## src/rtl/fetch_queue.sv

```systemverilog
`default_nettype none
// ============================================================================
// Module   : fetch_queue
// Brief    : Instruction fetch front end. Owns the PC, issues word requests,
//            buffers responses in an in-order queue and hands them to decode.
//            Optional misaligned-redirect check: FETCH_ALIGN_CHK_EN.
// Revision : 1.0  initial release
// ============================================================================
module fetch_queue #(
    parameter logic [31:0] RESET_PC = 32'h0000_0000,
    parameter int          DEPTH    = 2
) (
    input  logic        clk,
    input  logic        rst,
    output logic        imem_req_valid,
    input  logic        imem_req_ready,
    output logic [31:0] imem_req_addr,
    input  logic        imem_rsp_valid,
    input  logic [31:0] imem_rsp_data,
    input  logic        redirect_valid,
    input  logic [31:0] redirect_pc,
    output logic        instr_valid,
    input  logic        instr_ready,
    output logic [31:0] instr,
    output logic [31:0] instr_pc,
    output logic        fetch_err
);

    localparam int                 c_CNT_W     = $clog2(DEPTH) + 1;
    localparam int                 c_CNT_W1    = c_CNT_W + 1;
    localparam int                 c_PTR_W     = $clog2(DEPTH);
    localparam logic [c_CNT_W-1:0] c_DEPTH     = c_CNT_W'(DEPTH);
    localparam logic [c_CNT_W:0]   c_DEPTH_EXT = c_CNT_W1'(DEPTH);
    localparam logic [c_CNT_W-1:0] c_CNT_ONE   = c_CNT_W'(1);
    localparam logic [c_PTR_W-1:0] c_PTR_ONE   = c_PTR_W'(1);

    logic [31:0]        r_pc;
    logic [31:0]        r_rsp_pc;
    logic [c_CNT_W-1:0] r_count;
    logic [c_CNT_W-1:0] r_inflight;
    logic [c_CNT_W-1:0] r_drop;
    logic [c_PTR_W-1:0] r_rd_ptr;
    logic [c_PTR_W-1:0] r_wr_ptr;
    logic [31:0]        r_q_instr [DEPTH];
    logic [31:0]        r_q_pc    [DEPTH];

    logic [31:0]        w_redirect_pc;
    logic [c_CNT_W:0]   w_pending;
    logic               w_halt;
    logic               w_accept;
    logic               w_push;
    logic               w_pop;
    logic               w_rsp_drop;

    assign w_redirect_pc = {redirect_pc[31:2], 2'b00};

`ifdef FETCH_ALIGN_CHK_EN
    logic r_fetch_err;

    always_ff @(posedge clk or posedge rst) begin
        if (rst) begin
            r_fetch_err <= 1'b0;
        end else if (redirect_valid && (redirect_pc[1:0] != 2'b00)) begin
            r_fetch_err <= 1'b1;
        end
    end

    assign fetch_err = r_fetch_err;
    assign w_halt    = r_fetch_err;
`else
    logic w_unused_pc_lsb;

    assign w_unused_pc_lsb = |redirect_pc[1:0];
    assign fetch_err       = 1'b0;
    assign w_halt          = 1'b0;
`endif

    // Credit: queued words plus live (non-discarded) in-flight requests.
    assign w_pending = {1'b0, r_count} + {1'b0, r_inflight} - {1'b0, r_drop};

    assign imem_req_valid = !redirect_valid && !w_halt
                          && (w_pending < c_DEPTH_EXT) && (r_inflight < c_DEPTH);
    assign imem_req_addr  = r_pc;

    assign instr_valid = (r_count != '0);
    assign instr       = r_q_instr[r_rd_ptr];
    assign instr_pc    = r_q_pc[r_rd_ptr];

    assign w_accept   = imem_req_valid && imem_req_ready;
    assign w_pop      = instr_valid && instr_ready;
    assign w_rsp_drop = imem_rsp_valid && (r_drop != '0);
    assign w_push     = imem_rsp_valid && (r_drop == '0);

    always_ff @(posedge clk or posedge rst) begin
        if (rst) begin
            r_pc       <= RESET_PC;
            r_rsp_pc   <= RESET_PC;
            r_count    <= '0;
            r_inflight <= '0;
            r_drop     <= '0;
            r_rd_ptr   <= '0;
            r_wr_ptr   <= '0;
            for (int i = 0; i < DEPTH; i++) begin
                r_q_instr[i] <= '0;
                r_q_pc[i]    <= '0;
            end
        end else if (redirect_valid) begin
            // Every outstanding request is stale; one answered now is already gone.
            r_pc       <= w_redirect_pc;
            r_rsp_pc   <= w_redirect_pc;
            r_count    <= '0;
            r_rd_ptr   <= '0;
            r_wr_ptr   <= '0;
            r_inflight <= r_inflight - c_CNT_W'(imem_rsp_valid);
            r_drop     <= r_inflight - c_CNT_W'(imem_rsp_valid);
        end else begin
            if (w_accept) begin
                r_pc <= r_pc + 32'd4;
            end
            r_inflight <= r_inflight + c_CNT_W'(w_accept) - c_CNT_W'(imem_rsp_valid);
            if (w_rsp_drop) begin
                r_drop <= r_drop - c_CNT_ONE;
            end
            if (w_push) begin
                r_q_instr[r_wr_ptr] <= imem_rsp_data;
                r_q_pc[r_wr_ptr]    <= r_rsp_pc;
                r_wr_ptr            <= r_wr_ptr + c_PTR_ONE;
                r_rsp_pc            <= r_rsp_pc + 32'd4;
            end
            if (w_pop) begin
                r_rd_ptr <= r_rd_ptr + c_PTR_ONE;
            end
            r_count <= r_count + c_CNT_W'(w_push) - c_CNT_W'(w_pop);
        end
    end

endmodule
`default_nettype wire
```

## config.mk

```make
export PLATFORM = sky130hd
export DESIGN_NAME = fetch_queue
export DESIGN_NICKNAME = d
export VERILOG_FILES = /design/src/rtl/fetch_queue.sv
export SDC_FILE = /design/constraint.sdc
export NUM_CORES = 1
export LEC_CHECK = 0
export BUFFER_PORTS_ARGS = -buffer_cell sky130_fd_sc_hd__buf_4
export CAP_MARGIN = 5
export CELL_PAD_IN_SITES_DETAIL_PLACEMENT = 1
export CELL_PAD_IN_SITES_GLOBAL_PLACEMENT = 1
export CORE_MARGIN = 10
export CORE_UTILIZATION = 23
export DETAILED_ROUTE_END_ITERATION = 6
export PLACE_DENSITY = 0.52
export SLEW_MARGIN = 10
export SYNTH_ARGS = -nofsm -noshare
export SYNTH_HDL_FRONTEND = slang
export SYNTH_SLANG_ARGS = --single-unit
```

## constraint.sdc

```tcl
create_clock -name clk -period 6.35 [get_ports clk]
set_clock_uncertainty 0.15 [all_clocks]
set_input_delay 1.27 -clock clk [delete_from_list [all_inputs] [get_ports clk]]
set_output_delay 1.27 -clock clk [all_outputs]
set_load 0.005 [all_outputs]
```

-- Word-level counts from Yosys, hierarchy flattened
Index checks and enable logic that the tools add are counted.
- $lt $le $gt $ge: 5
- bitwise gates (word level): 3
- add/subtract/negate cells: 12
- multiplexer cells: 22
- reduce and logical (&&, ||, !) cells: 16
- operator list (operator ; number):
    32-bit two-way mux ; 11
    64-bit bitwise mux ; 2
    32-bit by 3-bit adder with 32-bit output (second input constant) ; 2
    32-bit demux with 1-bit select ; 1
    2-bit nonzero test ; 6
    2-bit two-way mux ; 4
    1-bit logical AND ; 7
    2-bit by 1-bit subtractor with 2-bit output ; 3
    2-bit by 1-bit adder with 2-bit output ; 2
    2-bit >= comparator (second input constant) ; 2
    1-bit two-way mux ; 4
    1-bit inverter with 2-bit output ; 2
    2-bit by 2-bit adder with 3-bit output ; 1
    3-bit by 2-bit less-than comparator with 1-bit output (second input constant) ; 1
    3-bit by 2-bit subtractor with 3-bit output ; 1
    1-bit adder (second input constant) ; 2
    2-bit zero test ; 1
    2-bit by 1-bit less-than comparator with 1-bit output (second input constant) ; 1
    2-bit less-than comparator (second input constant) ; 1
    2-bit AND reduction ; 1
    2-bit by 1-bit subtractor with 2-bit output (second input constant) ; 1
    1-bit zero test ; 1
    1-bit inverter ; 1
- word-level logic and storage cells: 69
- bits of input ports: 70
- output and inout port bits: 99
- flip-flop bits (word level): 200

-- Longest topological paths before layout
Gate-level depths: netlist of run 1.
- word-level depth: 9
- depth in mapped cells: 14
- gate-level depth less buffers: 13

-- Worst setup path after synthesis of run 1
OpenSTA, ideal clock, no wires.
- path type: reg-to-reg
- start: reg r_inflight[1]
- end: reg r_inflight[1]
- buffers on the path: 1
- slack: 2961 ps
- required time: 6121 ps
- arrival: 3160 ps
- cell stages (with the launch flop): 14
- clock period less this slack: 3389 ps
- setup time: 79 ps
- cell sequence: dfrtp_1 fa_1 inv_1 fa_1 nand4bb_4 nor2_1 inv_1 clkbuf_1 ha_1 inv_1 ha_1 xnor2_1 o21ai_0 xor2_1
- longest elaborated chain between the ends: 9
- elaborated cells between the ends (all ways): 11
- classes of those cells: 5 x add/sub; 2 x order compare; 1 x mux; 3 x reduce/logical
- ends and longest elaborated chain (what ; line ; RTL):
    from (decl) ; 40 ; logic [c_CNT_W-1:0] r_inflight;
    from (signal assigned) ; 114 ; r_inflight <= r_inflight - c_CNT_W'(imem_rsp_valid);
    from (signal assigned) ; 120 ; r_inflight <= r_inflight + c_CNT_W'(w_accept) - c_CNT_W'(imem_rsp_valid);
    2-bit by 2-bit adder with 3-bit output ; 79 ; assign w_pending = {1'b0, r_count} + {1'b0, r_inflight} - {1'b0, r_drop};
    3-bit by 2-bit subtractor with 3-bit output ; 79 ;
    3-bit by 2-bit less-than comparator with 1-bit output ; 82 ; && (w_pending < c_DEPTH_EXT) && (r_inflight < c_DEPTH);
    1-bit logical AND (2 in a row) ; 82 ;
    1-bit logical AND ; 89 ; assign w_accept = imem_req_valid && imem_req_ready;
    2-bit by 1-bit adder with 2-bit output ; 120 ;
    2-bit by 1-bit subtractor with 2-bit output ; 120 ;
    2-bit two-way mux * ; 107 ; end else if (redirect_valid) begin
Every way passes the cells marked *; elsewhere a longest branch is shown, timed or not.
A chain may end at the register's enable or synchronous reset.

-- Worst setup path after layout of run 1
- start: reg r_inflight[1]
- end: out imem_req_valid
- longest elaborated chain between the ends: 5
- elaborated cells between the ends (all ways): 6
- classes of those cells: 2 x add/sub; 2 x order compare; 2 x reduce/logical
- ends and longest elaborated chain (what ; line ; RTL):
    2-bit by 2-bit adder with 3-bit output ; 79 ;
    3-bit by 2-bit subtractor with 3-bit output ; 79 ;
    3-bit by 2-bit less-than comparator with 1-bit output ; 82 ;
    1-bit logical AND ; 82 ;
    1-bit logical AND * ; 82 ;
    to (decl) ; 15 ; output logic imem_req_valid,
Marked as above.

==> results.json, run 1 <==
{
  "outcome": "completed",
  "n_antenna_cell": 0,
  "grt_usage": 0.117,
  "crit_start": "r_inflight[1]",
  "h-tree-depth": 4,
  "cpMaxStageDelayCell": "fa_1",
  "routed_via_density": 4.49,
  "tns_ns": 0,
  "p_leak_nw": 5.18,
  "cts_setup_buffers": 0,
  "clk_latency_ns": 0.45,
  "yosysWarnings": 0,
  "drc": 0,
  "grt_pass1_wl_um": 44900,
  "vias": 6461,
  "worst_pin_slew_ns": 0.863,
  "relSlewSlack": 0.425,
  "rsz0062_at_grt": "false",
  "endpoint": "imem_req_valid",
  "cp_max_fo": 5,
  "cap_violations": 0,
  "num-nets-final": 983,
  "r2r-end": "imem_req_addr[30]",
  "cts_resized": 0,
  "path_clk_slew_ns": 0.07,
  "power_density_nw_per_um2": 411,
  "synthTopCellsByArea": "dfrtp_1 (52%), mux2_2 (24%), xnor2_1 (2.4%)",
  "io_pins": 169,
  "ys_seq_area_frac": 0.518,
  "synth_most_common_cell": "mux2_2",
  "holdCritPathClass": "reg -> reg",
  "ys_async_sr_fraction": 1.00,
  "end_kind": "output port",
  "dp.cells": 1408,
  "chipWidth_um": 221,
  "io_buffers": 161,
  "postSynthCellCount": 748,
  "cp_cell_sequence": "fa_1, inv_1, fa_1, xor2_1, nor4b_1, buf_4",
  "fin_crit_ns": 4.07,
  "synth_top_cells_by_count": "mux2_2 (201), dfrtp_1 (192), nand2_1 (44)",
  "die_h_um": 221,
  "hold_viol": 0,
  "grt_antenna_before_repair": 0,
  "fillers": 4415,
  "synth_cell_types": 46,
  "critPathLaunchType": "flip-flop",
  "critPathTopFamily": "adder cells",
  "required_ns": 4.93,
  "cts_sinks": 192,
  "ys.flop_type": "dfrtp_1",
  "final_util": 0.294,
  "grt_pass1_vias": 7146,
  "dr.pass1.iters": 4,
  "fmax_mhz": 246,
  "globalplace.congestion": 0.760,
  "reg2reg_depth": 8,
  "syn_area_per_cell_sq_um": 12.4,
  "grt_max_degree": 140,
  "cts_buffers": 17,
  "syn_to_final_growth_pct": 26.0,
  "drtIter0Drc": 264,
  "synth_area_sq_um": 9280,
  "synth_edf_count": 0,
  "cp.arrival_ns": 2.65,
  "vdd_drop_max_v": 0.000184,
  "rows": 73,
  "cts-root-buf": "clkbuf_16",
  "clk_path_buf_depth": 2,
  "synth_top_area_share": 0.518,
  "synth-seq-cells": 192,
  "drive_above_1_share": 0.454,
  "final_antenna_net_count": 0,
  "path_depth": 6,
  "rrSetupSlack_ns": 2.94,
  "final_cells": 1440,
  "maxSlewViolCount": 0,
  "setup_violations": 0,
  "grt_overflow_total": 0,
  "initial_core_util": 0.233,
  "wire_per_inst_um": 19.8,
  "reg2reg_from": "r_inflight[1]",
  "dpl.hpwl_um": 20100,
  "fp.dieArea_sq_um": 48800,
  "crit_top_cell": "fa_1",
  "critical_path_buf_inv_count": 2,
  "critPathKind": "reg -> out",
  "crit_path_max_incr_delay_ns": 0.53,
  "routed_wl_um": 28500,
  "hold_buffers": 0,
  "yosys.area.top_type": "dfrtp_1",
  "fp.coreArea_sq_um": 39800,
  "power_w": 0.00480,
  "period_share": 0.641,
  "cts_tree": "yes"
}
-- cell families after synthesis --
| logic type | Yosys count | synth area share |
|---|---|---|
| mux | 204 | 0.247 |
| flops | 192 | 0.518 |
| simple gates | 179 | 0.109 |
| compound gates | 61 | 0.0395 |
| buf+inv | 53 | 0.0252 |
| xor+xnor | 47 | 0.0444 |
| fa+ha+maj | 11 | 0.0165 |
| other cells | 1 | 0.000404 |
-- report_power, final --
part	leakage (nW)	internal, W	switching [W]	total (W)
sequential	2.39	0.00163	0.000295	0.00192
clock	0.283	0.000632	0.000511	0.00114
combinational	2.50	0.00104	0.000699	0.00174
-- state kept, by name, summed over array words and instances, names as in the netlist --
register       count
r_inflight         2
r_rsp_pc          30
r_wr_ptr           1
r_rd_ptr           1
imem_req_addr     30
r_drop             2
r_q_pc            60
r_count            2
r_q_instr         64
-- how the worst min path moves through the flow --
| stage | slack, ns | depth (start not counted) | endpoint | start |
|---|---|---|---|---|
| after global routing | 0.37 | 1 | r_q_instr[20] | r_q_instr[20] |
| after global placement | 0.32 | 2 | r_q_pc[11] | r_q_pc[11] |
| after detailed placement | 0.34 | 1 | r_q_pc[4] | r_q_pc[4] |
| after CTS | 0.35 | 1 | r_q_pc[4] | r_q_pc[4] |
| final | 0.35 | 1 | r_q_instr[24] | r_q_instr[24] |
| after floorplan | 0.29 | 2 | r_q_pc[11] | r_q_pc[11] |
-- cells in the final DEF, fill, tap and decap left out, types with 17 or more instances in the layout --
| cell type | Yosys | final |
|---|---|---|
| nand2_1 | 44 | 44 |
| xor2_1 | 22 | 22 |
| xnor2_1 | 25 | 25 |
| buf_4 | 5 | 169 |
| o21ai_0 | 28 | 28 |
| clkbuf_16 | 0 | 17 |
| nand4_1 | 26 | 26 |
| nor2_1 | 23 | 23 |
| mux2_2 | 201 | 201 |
| dfrtp_1 | 192 | 191 |
| nand3_1 | 32 | 32 |
-- routing by layer --
metal  vias up  part of all wire  GRT usage
met5         -                 0          0
met4         0             0.013     0.0319
met3        22             0.040     0.0327
met2       118              0.46      0.184
met1      3345              0.48      0.155
li1       2976                 -          -
-- cell type report --
cell class	count	area, sq um	area share
inverters	13	52.6	0.00449
repair buffers	171	1300	0.112
well taps	525	657	0.0562
clock buffers	20	447	0.0382
clock inverters	12	156	0.0134
flip-flops and latches	192	4810	0.411
multi-input cells	507	4270	0.365
-- through the flow --
step	instance area [sq um]	setup slack [ns]	hold WS, ns
floorplan	9300	2.45	0.294
global placement	11100	2.36	0.317
detailed placement	11100	2.48	0.338
CTS	11700	2.20	0.354
global route	11700	2.07	0.366
finish	11700	2.28	0.354
-- worst reg2reg max path, delay by kind of cell (launching register included) --
family | cells | cell delay [ns]
adder cells (fa/ha/maj) | 2 | 1.13
AO/OA/AOI/OAI | 1 | 0.10
AND/OR/NAND/NOR | 4 | 1.43
buffers and inverters | 1 | 0.05
flip-flops | 1 | 0.47
Note: power is estimated with default switching activity, not from simulation.
==> run 2: changes to the inputs <==
PLACE_DENSITY = 0.51   (was 0.52)
clock period = 4.23 ns   (was 6.35 ns; I/O delays follow)
==> results.json, run 2 (synthesized netlist as in run 1, its figures left out) <==
{
  "outcome": "completed",
  "place_ws_ns": 0.751,
  "reg.largest.list": "r_q_instr x64, r_q_pc x60",
  "h-tree-depth": 4,
  "syn_to_final_growth_pct": 26.6,
  "endpoint": "imem_req_valid",
  "critPathLaunchType": "flip-flop",
  "cts_buffers": 17,
  "fp.coreArea_sq_um": 39800,
  "cap_violations": 0,
  "cts-root-buf": "clkbuf_16",
  "grt_overflow_total": 0,
  "path_clk_slew_ns": 0.07,
  "drive_above_1_share": 0.459,
  "rows": 73,
  "relSlewSlack": 0.460,
  "end_kind": "output port",
  "largest_reg_flops": 64,
  "chipWidth_um": 221,
  "grt_pass1_wl_um": 44100,
  "setup_violations": 0,
  "clk_latency_ns": 0.45,
  "drc": 0,
  "critPathKind": "reg -> out",
  "power_density_nw_per_um2": 604,
  "num-nets-final": 988,
  "fmax_mhz": 273,
  "wire_per_inst_um": 19.3,
  "rsz0062_at_grt": "false",
  "dr.pass1.iters": 4,
  "io_pins": 169,
  "hold_buffers": 0,
  "initial_core_util": 0.233,
  "dpl.hpwl_um": 20400,
  "cpMaxStageDelayCell": "fa_1",
  "grt_pass1_vias": 6854,
  "reg2reg_depth": 9,
  "cp_cell_sequence": "fa_1, inv_1, fa_1, xor2_1, nor4b_1, buf_4",
  "crit_top_cell": "fa_1",
  "setup_ws_ns": 0.568,
  "clk_path_buf_depth": 2,
  "rrSetupSlack_ns": 0.81,
  "vias": 6310,
  "r2r-end": "imem_req_addr[5]",
  "p_leak_nw": 5.21,
  "cts_tree": "yes",
  "globalplace.congestion": 0.753,
  "cp.arrival_ns": 2.67,
  "cts_setup_buffers": 0,
  "die_h_um": 221,
  "drtIter0Drc": 261,
  "routed_via_density": 4.37,
  "n_antenna_cell": 0,
  "cts_resized": 0,
  "vdd_drop_max_v": 0.000240,
  "final_cell_mix": "mux2_2 (201), dfrtp_1 (191), buf_4 (170)",
  "reg2reg_from": "r_inflight[1]",
  "cp_max_fo": 5,
  "worst_pin_slew_ns": 0.807,
  "hold_viol": 0,
  "final_common_cell": "mux2_2",
  "period_share": 0.866,
  "grt_usage": 0.115,
  "grt_antenna_before_repair": 0,
  "io_buffers": 161,
  "holdCritPathClass": "in -> async",
  "fillers": 4430,
  "cts_sinks": 192,
  "maxSlewViolCount": 0,
  "critical_path_buf_inv_count": 2,
  "fin_crit_ns": 3.66,
  "critPathTopFamily": "adder cells",
  "path_depth": 6,
  "required_ns": 3.23,
  "routed_wl_um": 27900,
  "crit_path_max_incr_delay_ns": 0.53,
  "tns_ns": 0,
  "final_antenna_net_count": 0,
  "grt_max_degree": 93,
  "fp.dieArea_sq_um": 48800,
  "crit_start": "r_inflight[1]",
  "top_register": "r_q_instr"
}
==> run 2: changes by cell type in the layout (fill, tap and decap cells not counted), sizes merged <==
| cell | delta |
|---|---|
| buf | +5 |
| clkinv | +3 |
| bufinv | -3 |
| clkbuf | -3 |
| clkinvlp | -2 |
| inv | +5 |
==> run 2: worst reg2reg max path: cells and delay by family (launching register included) <==
kind,cells,cell delay (ns)
adders and majority gates,2,0.96
and+or+nand+nor,2,0.71
DFF,1,0.46
xor gates and xnor gates,1,0.40
AOI/OAI and AO/OA,2,0.35
buffers and inverters,2,0.28
==> run 2: metrics by stage <==
stage	total power [W]	instance area (sq um)	hold WS, ns	instances	utilization
2_1_floorplan	0.00432	9300	0.294	752	-
3_3_place_gp	0.00557	11200	0.315	1413	0.281
4_1_cts	0.00731	11800	0.333	1445	0.295
6_report	0.00709	11800	0.338	1445	0.295
3_5_place_dp	0.00562	11200	0.321	1413	0.281
5_1_grt	0.00766	11800	0.359	1445	0.295
==> run 2: final cells by class <==
class / instances / area, sq um / share of cell area
sequential: 192 / 4810 / 0.409
inverter: 13 / 52.6 / 0.00447
multi-input combinational: 507 / 4260 / 0.363
clock inverter: 15 / 150 / 0.0128
clock buffer: 17 / 425 / 0.0362
tap: 525 / 657 / 0.0559
timing repair buffer: 176 / 1400 / 0.119
==> run 2: how the worst min path moves through the flow <==
stage	end	slack, ns	cells past startpoint
6_report	r_q_instr[24]	0.34	2
5_1_grt	r_q_instr[24]	0.36	2
4_1_cts	r_q_instr[24]	0.33	2
3_5_place_dp	r_q_pc[11]	0.32	2
3_3_place_gp	r_q_pc[11]	0.31	2
2_1_floorplan	r_q_pc[11]	0.29	2
==> run 2: where the power goes <==
part	internal [W]	leakage [nW]	switching (W)	total, W
clock network	0.000786	0.278	0.000823	0.00161
logic	0.00157	2.54	0.00102	0.00260
registers	0.00244	2.39	0.000445	0.00289
total	0.00480	5.21	0.00229	0.00709
==> run 2: layer usage <==
layer / global-route usage / vias up / part of all wire / wire length, um
li1: - / 2987 / - / -
met1: 0.151 / 3200 / 0.47 / 13100
met2: 0.182 / 109 / 0.48 / 13200
met3: 0.0351 / 14 / 0.047 / 1310
met4: 0.0271 / 0 / 0.0084 / 233
met5: 0 / - / 0 / 0
==> run 3: changes to the inputs <==
ABC_AREA = 1   (was not set)
PLACE_DENSITY = 0.54   (was 0.51)
==> results.json, run 3 <==
{
  "rrSetupSlack_ns": 1.00,
  "cap_violations": 0,
  "dr.pass1.iters": 5,
  "grt_pass1_wl_um": 55300,
  "synth_top_area_share": 0.478,
  "relSlewSlack": 0.437,
  "ys.flop_type": "dfrtp_1",
  "cts_sinks": 192,
  "path_clk_slew_ns": 0.08,
  "worst_pin_slew_ns": 0.844,
  "synth_cell_types": 42,
  "r2r-end": "r_inflight[1]",
  "synthMuxAreaShare": 0,
  "required_ns": 3.23,
  "cts_setup_buffers": 0,
  "synth_most_common_cell": "nand2_1",
  "met2_length_um": 15900,
  "period_share": 0.815,
  "fp.dieArea_sq_um": 52500,
  "num-nets-final": 1564,
  "drive_above_1_share": 0.172,
  "top_register": "r_q_instr",
  "final_common_cell": "nand2_1",
  "reg.largest.list": "r_q_instr x64, r_q_pc x60",
  "rows": 76,
  "outcome": "completed",
  "vias": 8949,
  "fmax_mhz": 290,
  "fp.coreArea_sq_um": 43200,
  "initial_core_util": 0.233,
  "globalplace.congestion": 0.802,
  "n_antenna_cell": 0,
  "cp.arrival_ns": 2.45,
  "endpoint": "imem_req_valid",
  "ys_async_sr_fraction": 1.00,
  "vdd_drop_max_v": 0.000160,
  "critPathKind": "reg -> out",
  "wl_met1_um": 17100,
  "chipWidth_um": 229,
  "clk_path_buf_depth": 2,
  "routed_via_density": 4.30,
  "die_h_um": 229,
  "synthAdderAreaFrac": 0.0152,
  "routed_wl_um": 34600,
  "largest_reg_flops": 64,
  "setup_violations": 0,
  "synth_top_family_by_area": "simple AND/OR/NAND/NOR gates",
  "io_pins": 169,
  "grt_max_degree": 90,
  "holdCritPathClass": "reg -> reg",
  "grt_usage": 0.133,
  "cp_max_fo": 6,
  "final_cell_mix": "nand2_1 (539), dfrtp_1 (191), buf_4 (169)",
  "critPathLaunchType": "flip-flop",
  "cts-root-buf": "clkbuf_16",
  "grt_pass1_vias": 9430,
  "cts_buffers": 17,
  "end_kind": "output port",
  "hold_buffers": 0,
  "cts_tree": "yes",
  "io_buffers": 161,
  "p_leak_nw": 6.16,
  "synthSimpleGateAreaFrac": 0.302,
  "syn_to_final_growth_pct": 23.9,
  "yosys.area.top_type": "dfrtp_1",
  "ys_seq_area_frac": 0.478,
  "seq_area_sq_um": 4810,
  "synth-seq-cells": 192,
  "postSynthCellCount": 1345,
  "fillers": 5336,
  "reg2reg_depth": 12,
  "crit_start": "r_inflight[1]",
  "fin_crit_ns": 3.45,
  "final_util": 0.288,
  "synth_compound_area_frac": 0.110,
  "synthXorXnorAreaFrac": 0.0182,
  "met3RoutedLength_um": 1320,
  "clk_latency_ns": 0.45,
  "syn_area_per_cell_sq_um": 7.47,
  "rsz0062_at_grt": "false",
  "grt_antenna_before_repair": 0,
  "dpl.hpwl_um": 25300,
  "grt_overflow_total": 0,
  "final_antenna_net_count": 0,
  "synthTopCellsByArea": "dfrtp_1 (48%), nand2_1 (20%), o21ai_0 (7.3%)",
  "synth_top_cells_by_count": "nand2_1 (539), dfrtp_1 (192), o21ai_0 (147)",
  "hold_viol": 0,
  "synth_area_sq_um": 10100,
  "yosysWarnings": 0,
  "drc": 0,
  "maxSlewViolCount": 0,
  "power_density_nw_per_um2": 594,
  "topRoutingLayerUsed": "met4",
  "wire_per_inst_um": 16.6,
  "cts_resized": 0,
  "multi_input_area_sq_um": 4500,
  "reg2reg_from": "r_inflight[1]",
  "h-tree-depth": 4,
  "drtIter0Drc": 522,
  "synth_edf_count": 0,
  "tns_ns": 0
}
[run 3: layout make-up]
type	count	area share
clock buffers	18	0.0345
repair buffers	172	0.107
multi-input cells	973	0.362
inverters	127	0.0390
well taps	585	0.0588
flip-flops and latches	192	0.386
clock inverters	14	0.0136
[run 3: metal layers]
| metal | vias up | GRT usage |
|---|---|---|
| met5 | - | 0 |
| met4 | 0 | 0.0236 |
| met3 | 12 | 0.0299 |
| met2 | 138 | 0.213 |
| met1 | 4321 | 0.181 |
| li1 | 4478 | - |
[run 3: power by group]
part / internal [W] / switching (W) / total, W
sequential: 0.00248 / 0.000473 / 0.00295
combinational: 0.00120 / 0.00154 / 0.00274
clock: 0.000895 / 0.000815 / 0.00171
[run 3: worst min path at each step]
stage                  startpoint       endpoint  slack (ns)  cells after the start
floorplan           r_q_instr[10]  r_q_instr[10]        0.30                      2
global placement    r_q_instr[14]  r_q_instr[14]        0.32                      2
detailed placement     r_q_pc[47]     r_q_pc[47]        0.32                      2
CTS                    r_q_pc[38]     r_q_pc[38]        0.34                      2
global route           r_q_pc[41]     r_q_pc[41]        0.36                      2
finish                 r_q_pc[47]     r_q_pc[47]        0.34                      2
[run 3: metrics by stage]
| stage | total power, W | cell area (sq um) | hold WS [ns] | worst slack (ns) | std cells |
|---|---|---|---|---|---|
| 5_1_grt | 0.00809 | 12500 | 0.361 | 0.611 | 2081 |
| 2_1_floorplan | 0.00442 | 10100 | 0.303 | 0.758 | 1349 |
| 3_5_place_dp | 0.00582 | 11900 | 0.323 | 0.961 | 2049 |
| 3_3_place_gp | 0.00574 | 11900 | 0.315 | 1.00 | 2049 |
| 4_1_cts | 0.00759 | 12500 | 0.342 | 0.715 | 2081 |
| 6_report | 0.00740 | 12500 | 0.338 | 0.784 | 2081 |
[run 3: logic make-up (layout without fill, tap and decap cells)]
group / count (synthesis) / after routing
AND/OR/NAND/NOR: 736 / 736
AO/OA/AOI/OAI: 201 / 201
adder cells (fa/ha/maj): 11 / 11
flip-flops: 192 / 192
buffers and inverters: 184 / 331
other: 1 / 5
XOR/XNOR: 20 / 20
[run 3: critical path: stages (launching register included)]
cell     delay, ns
dfrtp_1       0.47
fa_1          0.53
inv_1         0.05
fa_1          0.46
xnor2_2       0.24
inv_1         0.06
nor2_1        0.08
buf_4         0.11
